`src/rtl/cp0_exception_unit_if.sv`:
```
// M-stage exception/CP0 bundle between the pipeline and cp0_exception_unit.
// Request fields are sampled by the CP0 in the cycle they are driven; there is no backpressure.
interface cp0_exception_unit_if;
   logic        InstValidM;
   logic [31:0] PCM;
   logic        DelaySlotM;
   logic        BreakM;
   logic        SyscallM;
   logic        ReserveM;
   logic        OverflowM;
   logic        AdelFetchM;
   logic        AdelDataM;
   logic        AdesDataM;
   logic [31:0] BadAddrM;
   logic        EretM;
   logic        CP0WriteM;
   logic [4:0]  CP0WaddrM;
   logic [31:0] CP0WdataM;
   logic [4:0]  CP0RaddrE;
   logic [5:0]  ExtInt;
   logic [31:0] CP0RdataE;
   logic        FlushAllM;
   logic [31:0] RedirectPCM;
   logic        TimerInt;

   modport master (
      output InstValidM, PCM, DelaySlotM, BreakM, SyscallM, ReserveM, OverflowM,
             AdelFetchM, AdelDataM, AdesDataM, BadAddrM, EretM, CP0WriteM,
             CP0WaddrM, CP0WdataM, CP0RaddrE, ExtInt,
      input  CP0RdataE, FlushAllM, RedirectPCM, TimerInt
   );

   modport slave (
      input  InstValidM, PCM, DelaySlotM, BreakM, SyscallM, ReserveM, OverflowM,
             AdelFetchM, AdelDataM, AdesDataM, BadAddrM, EretM, CP0WriteM,
             CP0WaddrM, CP0WdataM, CP0RaddrE, ExtInt,
      output CP0RdataE, FlushAllM, RedirectPCM, TimerInt
   );
endinterface

```
`src/rtl/cp0_exception_unit.sv`:
```
// CP0 register file and precise-exception responder for the MEM stage.
// Define CP0_TIMER_EN to build the Count/Compare timer; otherwise both read 0 and TI is tied low.
module cp0_exception_unit #(
   parameter logic [31:0] EXC_VECTOR   = 32'hBFC0_0380,
   parameter logic [31:0] RESET_STATUS = 32'h0040_0000
) (
   input  logic           clk,
   input  logic           rst,
   cp0_exception_unit_if.slave bus
);
   localparam logic [4:0] A_BADVADDR = 5'd8;
   localparam logic [4:0] A_COUNT    = 5'd9;
   localparam logic [4:0] A_COMPARE  = 5'd11;
   localparam logic [4:0] A_STATUS   = 5'd12;
   localparam logic [4:0] A_CAUSE    = 5'd13;
   localparam logic [4:0] A_EPC      = 5'd14;

   localparam logic [1:0] BAD_NONE = 2'd0;
   localparam logic [1:0] BAD_PC   = 2'd1;
   localparam logic [1:0] BAD_DATA = 2'd2;

   logic [31:0] status;
   logic        cause_bd;
   logic [7:0]  cause_ip;
   logic [4:0]  cause_exc;
   logic [31:0] epc;
   logic [31:0] badvaddr;
   logic [31:0] count;
   logic [31:0] compare;
   logic        ti;

   logic        int_pend;
   logic        exc_sel;
   logic [4:0]  exc_code;
   logic [1:0]  bad_sel;
   logic        eret_take;
   logic        wr_commit;
   logic [31:0] cause_word;

   assign int_pend = status[0] & ~status[1] & (|(cause_ip & status[15:8]));

   always_comb begin
      exc_sel  = 1'b0;
      exc_code = 5'd0;
      bad_sel  = BAD_NONE;
      if (bus.InstValidM) begin
         if (int_pend) begin
            exc_sel = 1'b1; exc_code = 5'd0;
         end else if (bus.AdelFetchM) begin
            exc_sel = 1'b1; exc_code = 5'd4; bad_sel = BAD_PC;
         end else if (bus.ReserveM) begin
            exc_sel = 1'b1; exc_code = 5'd10;
         end else if (bus.OverflowM) begin
            exc_sel = 1'b1; exc_code = 5'd12;
         end else if (bus.SyscallM) begin
            exc_sel = 1'b1; exc_code = 5'd8;
         end else if (bus.BreakM) begin
            exc_sel = 1'b1; exc_code = 5'd9;
         end else if (bus.AdelDataM) begin
            exc_sel = 1'b1; exc_code = 5'd4; bad_sel = BAD_DATA;
         end else if (bus.AdesDataM) begin
            exc_sel = 1'b1; exc_code = 5'd5; bad_sel = BAD_DATA;
         end
      end
   end

   // An exception in M suppresses both ERET and MTC0 of the same instruction.
   assign eret_take = bus.InstValidM & bus.EretM & ~exc_sel;
   assign wr_commit = bus.InstValidM & bus.CP0WriteM & ~exc_sel;

   assign bus.FlushAllM   = exc_sel | eret_take;
   assign bus.RedirectPCM = exc_sel ? EXC_VECTOR : epc;
   assign bus.TimerInt    = ti;

   always_ff @(posedge clk or negedge rst) begin
      if (!rst) begin
         status    <= RESET_STATUS;
         cause_bd  <= 1'b0;
         cause_ip  <= 8'd0;
         cause_exc <= 5'd0;
         epc       <= 32'd0;
         badvaddr  <= 32'd0;
      end else begin
         cause_ip[7:2] <= {bus.ExtInt[5] | ti, bus.ExtInt[4:0]};
         if (exc_sel) begin
            cause_exc <= exc_code;
            status[1] <= 1'b1;
            // A nested exception keeps the EPC/BD of the original fault.
            if (!status[1]) begin
               epc      <= bus.DelaySlotM ? (bus.PCM - 32'd4) : bus.PCM;
               cause_bd <= bus.DelaySlotM;
            end
            if (bad_sel == BAD_PC)
               badvaddr <= bus.PCM;
            else if (bad_sel == BAD_DATA)
               badvaddr <= bus.BadAddrM;
         end else begin
            if (eret_take)
               status[1] <= 1'b0;
            if (wr_commit) begin
               case (bus.CP0WaddrM)
                  A_STATUS: begin
                     status[15:8] <= bus.CP0WdataM[15:8];
                     status[1:0]  <= bus.CP0WdataM[1:0];
                  end
                  A_CAUSE:  cause_ip[1:0] <= bus.CP0WdataM[9:8];
                  A_EPC:    epc <= bus.CP0WdataM;
                  default:  ;
               endcase
            end
         end
      end
   end

`ifdef CP0_TIMER_EN
   logic tick;

   always_ff @(posedge clk or negedge rst) begin
      if (!rst) begin
         tick    <= 1'b0;
         count   <= 32'd0;
         compare <= 32'd0;
         ti      <= 1'b0;
      end else begin
         tick <= ~tick;
         if (wr_commit && bus.CP0WaddrM == A_COUNT)
            count <= bus.CP0WdataM;
         else if (tick)
            count <= count + 32'd1;
         // Writing Compare acknowledges the timer even if it matches this cycle.
         if (wr_commit && bus.CP0WaddrM == A_COMPARE) begin
            compare <= bus.CP0WdataM;
            ti      <= 1'b0;
         end else if (count == compare && compare != 32'd0) begin
            ti <= 1'b1;
         end
      end
   end
`else
   assign count   = 32'd0;
   assign compare = 32'd0;
   assign ti      = 1'b0;
`endif

   assign cause_word = {cause_bd, ti, 14'd0, cause_ip, 1'b0, cause_exc, 2'b00};

   always_comb begin
      case (bus.CP0RaddrE)
         A_BADVADDR: bus.CP0RdataE = badvaddr;
         A_COUNT:    bus.CP0RdataE = count;
         A_COMPARE:  bus.CP0RdataE = compare;
         A_STATUS:   bus.CP0RdataE = status;
         A_CAUSE:    bus.CP0RdataE = cause_word;
         A_EPC:      bus.CP0RdataE = epc;
         default:    bus.CP0RdataE = 32'd0;
      endcase
   end
endmodule
```
`src/flat_wrapper.sv`:
```
// flat-port wrapper written by rule: the top's interface ports become plain ports
module cp0_exception_unit_flat 
#(
   parameter logic [31:0] EXC_VECTOR   = 32'hBFC0_0380,
   parameter logic [31:0] RESET_STATUS = 32'h0040_0000
)
  (clk, rst, bus_InstValidM, bus_PCM, bus_DelaySlotM, bus_BreakM, bus_SyscallM, bus_ReserveM, bus_OverflowM, bus_AdelFetchM, bus_AdelDataM, bus_AdesDataM, bus_BadAddrM, bus_EretM, bus_CP0WriteM, bus_CP0WaddrM, bus_CP0WdataM, bus_CP0RaddrE, bus_ExtInt, bus_CP0RdataE, bus_FlushAllM, bus_RedirectPCM, bus_TimerInt);
  cp0_exception_unit_if bus_i ();
  input  logic clk;
  input  logic rst;
  input wire logic [$bits(bus_i.InstValidM)-1:0] bus_InstValidM;
  input wire logic [$bits(bus_i.PCM)-1:0] bus_PCM;
  input wire logic [$bits(bus_i.DelaySlotM)-1:0] bus_DelaySlotM;
  input wire logic [$bits(bus_i.BreakM)-1:0] bus_BreakM;
  input wire logic [$bits(bus_i.SyscallM)-1:0] bus_SyscallM;
  input wire logic [$bits(bus_i.ReserveM)-1:0] bus_ReserveM;
  input wire logic [$bits(bus_i.OverflowM)-1:0] bus_OverflowM;
  input wire logic [$bits(bus_i.AdelFetchM)-1:0] bus_AdelFetchM;
  input wire logic [$bits(bus_i.AdelDataM)-1:0] bus_AdelDataM;
  input wire logic [$bits(bus_i.AdesDataM)-1:0] bus_AdesDataM;
  input wire logic [$bits(bus_i.BadAddrM)-1:0] bus_BadAddrM;
  input wire logic [$bits(bus_i.EretM)-1:0] bus_EretM;
  input wire logic [$bits(bus_i.CP0WriteM)-1:0] bus_CP0WriteM;
  input wire logic [$bits(bus_i.CP0WaddrM)-1:0] bus_CP0WaddrM;
  input wire logic [$bits(bus_i.CP0WdataM)-1:0] bus_CP0WdataM;
  input wire logic [$bits(bus_i.CP0RaddrE)-1:0] bus_CP0RaddrE;
  input wire logic [$bits(bus_i.ExtInt)-1:0] bus_ExtInt;
  output wire logic [$bits(bus_i.CP0RdataE)-1:0] bus_CP0RdataE;
  output wire logic [$bits(bus_i.FlushAllM)-1:0] bus_FlushAllM;
  output wire logic [$bits(bus_i.RedirectPCM)-1:0] bus_RedirectPCM;
  output wire logic [$bits(bus_i.TimerInt)-1:0] bus_TimerInt;
  assign bus_i.InstValidM = bus_InstValidM;
  assign bus_i.PCM = bus_PCM;
  assign bus_i.DelaySlotM = bus_DelaySlotM;
  assign bus_i.BreakM = bus_BreakM;
  assign bus_i.SyscallM = bus_SyscallM;
  assign bus_i.ReserveM = bus_ReserveM;
  assign bus_i.OverflowM = bus_OverflowM;
  assign bus_i.AdelFetchM = bus_AdelFetchM;
  assign bus_i.AdelDataM = bus_AdelDataM;
  assign bus_i.AdesDataM = bus_AdesDataM;
  assign bus_i.BadAddrM = bus_BadAddrM;
  assign bus_i.EretM = bus_EretM;
  assign bus_i.CP0WriteM = bus_CP0WriteM;
  assign bus_i.CP0WaddrM = bus_CP0WaddrM;
  assign bus_i.CP0WdataM = bus_CP0WdataM;
  assign bus_i.CP0RaddrE = bus_CP0RaddrE;
  assign bus_i.ExtInt = bus_ExtInt;
  assign bus_CP0RdataE = bus_i.CP0RdataE;
  assign bus_FlushAllM = bus_i.FlushAllM;
  assign bus_RedirectPCM = bus_i.RedirectPCM;
  assign bus_TimerInt = bus_i.TimerInt;
  cp0_exception_unit #(.EXC_VECTOR(EXC_VECTOR), .RESET_STATUS(RESET_STATUS)) u_core (.clk(clk), .rst(rst), .bus(bus_i));
endmodule
```
`config.mk`:
```
export PLATFORM = sky130hd
export DESIGN_NAME = cp0_exception_unit_flat
export DESIGN_NICKNAME = d
export VERILOG_FILES = /design/src/rtl/cp0_exception_unit_if.sv /design/src/rtl/cp0_exception_unit.sv /design/src/flat_wrapper.sv
export SDC_FILE = /design/constraint.sdc
export NUM_CORES = 1
export LEC_CHECK = 0
export BUFFER_PORTS_ARGS = -buffer_cell sky130_fd_sc_hd__buf_2
export CORE_MARGIN = 8
export CORE_UTILIZATION = 40
export DETAILED_ROUTE_END_ITERATION = 12
export PLACE_DENSITY_LB_ADDON = 0.25
export SLEW_MARGIN = 20
export SYNTH_ARGS = -nofsm -noshare
export SYNTH_HDL_FRONTEND = slang
export SYNTH_SLANG_ARGS = --single-unit
```
`constraint.sdc`:
```
create_clock -name clk -period 2.7 [get_ports clk]
set_clock_uncertainty 0.1 [all_clocks]
set_input_delay 0.135 -clock clk [delete_from_list [all_inputs] [get_ports clk]]
set_output_delay 0.135 -clock clk [all_outputs]
set_load 0.05 [all_outputs]
```
==> flow_summary.toml, run 1 <==
[floorplanning]
die_area_mm2 = 0.0175
core-area_mm2 = 0.0132
top_level_ports = 191
row_count = 42
fp.dieH_um = 132
start_util_pct = 40.9
die_x_um = 132

[route]
drcViolationCount = 0
dr.max_layer_used = "met4"
avgRoutedWirePerCell_um = 19.7
ant_nets = 0
drtIter0Drc = 409
first_pass_iters = 6
vias = 5257
wl_mm = 18.9
wl_met3_mm = 1.22
wl_met1_mm = 8.51
wl_met2_mm = 8.87
via_per_inst = 5.48

[critical_path]
reg2reg_slack_ns = 0.19
r2r_start = "u_core.status[15]$_DFFE_PN0P_"
critPathCaptureType = "primary output"
r2r_end = "u_core.badvaddr[28]$_DFFE_PN0P_"
cp_max_fo = 26
critPathTopFamily = "buffers and inverters"
start_kind = "flip-flop"
worst_path_max_delay_cell = "dfrtp_1"
worstPathArrival_ns = 2.37
cp_num_buf_inv = 3
crit_type = "reg -> out"
worstPathCellList = "a22oi_1 > a41oi_2 > buf_4 > o21ai_4 > bufbuf_16 > nand2b_1 > buf_2"
required_ns = 2.47
reg2reg_depth = 9
slowest_delay_ns = 0.41

[global_route]
grt_usage_pct = 21.0
grt_pass1_vias = 5486
grt_max_degree = 65
antenna_found_initial = 0
grt_overflow = 0
grt_first_pass_wirelength_mm = 29.5

[clock_network]
clockRootBuffer = "clkbuf_16"
cts_buffer_depth = 2
tritoncts = "done"
clock_latency_ns = 0.34
h-tree-depth = 3
cts_made_buffers = 9
path_clk_slew_ns = 0.07
cts_sinks = 87

[sta]
setup_ws_ns = 0.0990
tightest_slew_ns = 0.753
period_needed_ns = 2.60
hold_ws_ns = -0.00174
maxSlewViolCount = 0
max_slew_margin_pct = 49.8
finalSetupViolations = 0
maxClockFrequency_mhz = 384
finalHoldViolCount = 1
finalCritPeriodShare_pct = 96.3
tns_ns = 0

[layout]
area_growth_pct = 37.1
diodes = 0
layout-drive-gt1-share_pct = 36.4
fin_nets = 906

[pwr]
power.density_mw_per_mm2 = 564
ir_drop_mv = 0.252
p_leak_nw = 3.45

[placement]
place_ws_ns = 0.156
place_congestion = 0.871
portBuffers = 189
dp_hpwl_mm = 13.7

[yosys]
syn-cell-area_mm2 = 0.00540
synthFlopType = "dfrtp_1"
synthAdderAreaFrac_pct = 0.464
syn_nets = 690
synth_cell_type_count = 60
synthSimpleGateAreaFrac_pct = 19.7
synthMostInstantiatedCell = "dfrtp_1"
ys_top_cells_by_count = "87 x dfrtp_1, 56 x nand2_1, 52 x o21ai_0"
ys_top_cells_by_area = "dfrtp_1 40%, mux2_2 7.1%, mux2i_1 6.9%"
synth_cells = 563
muxShareOfSynthArea_pct = 14.0
avgSynthCellArea_um2 = 9.59
synth_edf_count = 0
async_reset_ff_share_pct = 100
synth_xor_area_share_pct = 2.60
ys_warn_count = 22
yosysTopAreaCellShare_pct = 40.3
synth_top_area_cell = "dfrtp_1"
synth_compound_area_share_pct = 18.5
yosysSeqAreaShare_pct = 40.3
ys_ff_latch = 87
synth_top_family_by_area = "simple AND/OR/NAND/NOR gates"

[min_path]
holdCritPathClass = "in -> reg"
whs_path_depth = 3
holdPathEnd = "u_core.badvaddr[21]$_DFFE_PN0P_"
hold_start = "bus_BadAddrM[21]"

[outcome]
violations = "negative hold slack"
status = "finished with violations"

[flow_run]
drv_cap = 0
## worst min-delay path, cell delays in order
cell     delay [ns]
buf_2          0.07
mux2i_1        0.05
o21ai_0        0.14
## logic make-up (layout without fill, tap and decap cells)
group / after synthesis / count (layout)
xor gates and xnor gates: 16 / 16
other: 1 / 1
DFF: 87 / 87
adders and majority gates: 2 / 2
muxes: 71 / 71
buffers and inverters: 58 / 279
and+or+nand+nor: 187 / 187
AOI/OAI and AO/OA: 141 / 141
## sequential cells by signal, summed over array words and instances (netlist names)
| register | cells |
|---|---|
| u_core.badvaddr | 32 |
| u_core.epc | 32 |
| u_core.status | 10 |
| u_core.cause_ip | 8 |
| u_core.cause_exc | 4 |
| u_core.cause_bd | 1 |
## per-stage QoR
step | power (mW) | util (%) | instance area [µm²] | cells | hold WS, ns
after floorplan | 2.39 | - | 5400 | 563 | -0.261
after global placement | 2.76 | 50.3 | 6630 | 905 | 0.144
final | 4.18 | 56.1 | 7400 | 960 | -0.00174
after global routing | 4.36 | 56.1 | 7400 | 960 | 0.0124
after detailed placement | 2.79 | 50.3 | 6630 | 905 | 0.146
after CTS | 4.19 | 55.8 | 7360 | 959 | 0.000679
## routing by layer
layer,global-route usage [%],up-vias
li1,-,2517
met1,27.1,2524
met2,34.1,194
met3,4.76,22
met4,6.25,0
met5,0,-
## worst max path at each step
stage,endpoint,slack [ns],cells past startpoint,from
floorplan,u_core.badvaddr[29]$_DFFE_PN0P_,0.23,9,u_core.status[15]$_DFFE_PN0P_
global placement,u_core.badvaddr[24]$_DFFE_PN0P_,0.30,9,u_core.status[11]$_DFFE_PN0P_
detailed placement,u_core.badvaddr[28]$_DFFE_PN0P_,0.16,9,u_core.status[11]$_DFFE_PN0P_
CTS,bus_RedirectPCM[6],0.06,7,u_core.status[11]$_DFFE_PN0P_
global route,bus_RedirectPCM[16],-0.02,7,u_core.status[13]$_DFFE_PN0P_
finish,bus_RedirectPCM[24],0.1,7,u_core.status[15]$_DFFE_PN0P_
## placed cells by master (no fill, tap or decap), types with 3 or more instances in the layout
cell           Yosys  final
o211ai_1           4      4
nand4_1            4      4
nor4_1            10     10
buf_12             0      4
a222oi_1           5      5
xor2_1             3      3
clkbuf_16          0      9
nand4b_1           4      4
or2_2              3      3
or3_1              5      5
nand2_1           56     56
nor3_2             0      3
or4_4              3      3
o31a_1             8      8
buf_2              9    182
xnor2_1           13     13
mux2i_1           37     37
a31oi_1            5      5
nand2b_1          12     12
and2_1            21     21
o21a_1             4      4
nor2_1            17     16
nor3_1            19     16
o21ai_0           52     51
or4_1              5      5
nand3_1            8      8
buf_4              1     23
a22oi_1           20     19
dfrtp_1           87     87
nor3b_1            4      3
mux2_2            34     34
dlygate4sd3_1      0     36
a22o_1            18     18
o2bb2ai_1         13     13
inv_1             14     14
## final cells by class
cell class | instances | area (µm²)
fill | 1197 | 5790
multi-input combinational | 418 | 3030
sequential | 87 | 2180
timing repair buffer | 249 | 1600
clock buffer | 9 | 225
tap | 176 | 220
clock inverter | 7 | 95.1
inverter | 14 | 52.6
## repair_timing
item	CTS	global route
buffers inserted	1	1
hold buffers	36	0
setup endpoints to repair	17	48
pin swaps	1	1
endpoints found under the hold margin	92	0
cloned	1	0
gates resized for setup	4	6
## where the power goes
group	total (mW)	switching (mW)	internal (mW)	leakage, nW
combinational	1.15	0.705	0.445	2.21
clock	1.35	0.533	0.814	0.156
sequential	1.68	0.154	1.53	1.08
Note: power is estimated with default switching activity, not from simulation.
==> run 2, diff against run 1 <==
==> constraint.sdc (replaced) <==
create_clock -name clk -period 2.7 [get_ports clk]
set_clock_uncertainty 0.1 [all_clocks]
set_input_delay 0.135 -clock clk [delete_from_list [all_inputs] [get_ports clk]]
set_output_delay 0.135 -clock clk [all_outputs]
set_load 0.005 [all_outputs]
==> run 2 against run 1 <==
  * The flow still finishes with violations (negative hold slack)
  * First-iteration DRC count fell by 1.2%
  * Sequential share of layout area rose by 0.22 points
  * Highest routed layer unchanged
  * Flip-flop and latch count did not move
  * Critical path depth rose by 1
==> flow_summary.toml, run 2 (synthesized netlist as in run 1, its figures left out) <==
[route]
drtIter0Drc = 404
vias = 5291
wl_mm = 18.6
via_per_inst = 5.49
avgRoutedWirePerCell_um = 19.3
drcViolationCount = 0
ant_nets = 0
first_pass_iters = 6

[sta]
finalSetupViolations = 0
max_slew_margin_pct = 48.7
finalCritPeriodShare_pct = 95.7
maxClockFrequency_mhz = 387
period_needed_ns = 2.59
finalHoldViolCount = 1
tightest_slew_ns = 0.770
maxSlewViolCount = 0
hold_ws_ns = -0.00166

[placement]
dp_hpwl_mm = 13.7
place_congestion = 0.822
place_inst = 906
portBuffers = 189
placed_cell_area_mm2 = 0.00663

[pwr]
ir_drop_mv = 0.250
power_mw = 3.79
power.density_mw_per_mm2 = 516
p_leak_nw = 3.41

[floorplanning]
die_area_mm2 = 0.0175
die_x_um = 132
core-area_mm2 = 0.0132
top_level_ports = 191
row_count = 42
start_util_pct = 40.9
fp.dieH_um = 132

[global_route]
grt_overflow = 0
grt_max_degree = 58
grt_pass1_vias = 5495
grt_usage_pct = 20.7
grt_first_pass_wirelength_mm = 29.1
antenna_found_initial = 1

[critical_path]
cp_num_buf_inv = 3
worstPathArrival_ns = 2.71
cp_max_fo = 34
worstPathCellList = "a22oi_1 > a41oi_2 > buf_4 > a211o_1 > buf_12 > nor2_1 > a31oi_1 > dlygate4sd3_1"
required_ns = 2.83
crit_type = "reg -> reg"
start_kind = "flip-flop"
worst_path_max_delay_cell = "dlygate4sd3_1"
critPathCaptureType = "flip-flop"
critPathTopFamily = "buffers and inverters"
slowest_delay_ns = 0.57

[layout]
multi_input_area_mm2 = 0.00302
fin_nets = 908
fin_cells = 963
fin_util_pct = 55.7
fill_cells = 1204
layout_common_cells = "188 x buf_2, 87 x dfrtp_1, 56 x nand2_1, 51 x o21ai_0, 38 x dlygate4sd3_1"
design_area_mm2 = 0.00735
final-seq-area_mm2 = 0.00218
layout-drive-gt1-share_pct = 36.1
area_growth_pct = 36.1
largestRegisters = "u_core.badvaddr: 32 flops, u_core.epc: 32 flops, u_core.status: 10 flops"
layout_commonest_cell = "buf_2"

[clock_network]
h-tree-depth = 3
clockRootBuffer = "clkbuf_16"
path_clk_slew_ns = 0.07
clock_latency_ns = 0.34
cts_made_buffers = 9
cts_sinks = 87
cts_buffer_depth = 2
tritoncts = "done"

[min_path]
holdCritPathClass = "in -> reg"

[flow_run]
drv_cap = 0

[outcome]
violations = "negative hold slack"
status = "finished with violations"
run 2: changes by cell type in the layout (fill, tap and decap cells not counted), sizes merged:
cell	before	now
buf	209	213
bufbuf	2	0
clkbuf	11	9
dlygate4sd3	36	38
bufinv	2	1
clkinv	2	1
clkinvlp	1	2
diode	0	1
inv	16	17
run 2: worst min-delay path, delay by kind of cell:
family / cells / cell delay, ns
buffers and inverters: 1 / 0.08
multiplexers: 1 / 0.05
AO/OA/AOI/OAI: 1 / 0.14
run 2: through the flow:
| step | setup TNS [ns] | setup slack, ns | hold WS, ns |
|---|---|---|---|
| 2_1_floorplan | 0 | 0.233 | -0.261 |
| 3_3_place_gp | 0 | 0.312 | 0.144 |
| 3_5_place_dp | 0 | 0.221 | 0.148 |
| 4_1_cts | 0 | 0.0251 | 0.000143 |
| 5_1_grt | -0.177 | -0.0337 | 0.0107 |
| 6_report | 0 | 0.115 | -0.00166 |
run 2: repair_timing:
action,4_1_cts,5_1_grt
setup endpoints to repair,0,54
hold buffers,38,0
setup buffers,0,2
resized for setup,0,4
hold endpoints to repair,94,0
run 2: cell type report:
cell class                 count  area share (%)
clock inverter                 7            1.09
clock buffer                   9            3.07
antenna                        1          0.0341
timing repair buffer         251            21.3
inverter                      14           0.715
multi-input combinational    418            41.1
tap                          176            3.00
sequential                    87            29.6
run 2: report_power, final:
group	leakage [nW]	internal (mW)	switching, mW
clock	0.143	0.729	0.556
combinational	2.19	0.434	0.393
sequential	1.08	1.53	0.155
run 2: layer usage:
| layer | track usage, % | wire length (µm) |
|---|---|---|
| met5 | 0 | 0 |
| met4 | 8.23 | 346 |
| met3 | 4.61 | 1290 |
| met2 | 33.2 | 8750 |
| met1 | 26.5 | 8210 |
run 2: worst paths after layout:
path,start,end,slack [ns],cells past startpoint
worst min-delay path,bus_BadAddrM[19],u_core.badvaddr[19]$_DFFE_PN0P_,-0.002,3
worst min register to register,u_core.badvaddr[27]$_DFFE_PN0P_,u_core.badvaddr[27]$_DFFE_PN0P_,0.38,2
worst max register to register,u_core.status[13]$_DFFE_PN0P_,u_core.epc[1]$_DFFE_PN0P_,0.11,8
max in group asynchronous,rst,u_core.badvaddr[30]$_DFFE_PN0P_,1.53,3
worst max-delay path,u_core.status[13]$_DFFE_PN0P_,u_core.epc[1]$_DFFE_PN0P_,0.11,8
min in group asynchronous,rst,u_core.epc[28]$_DFFE_PN0P_,0.31,2
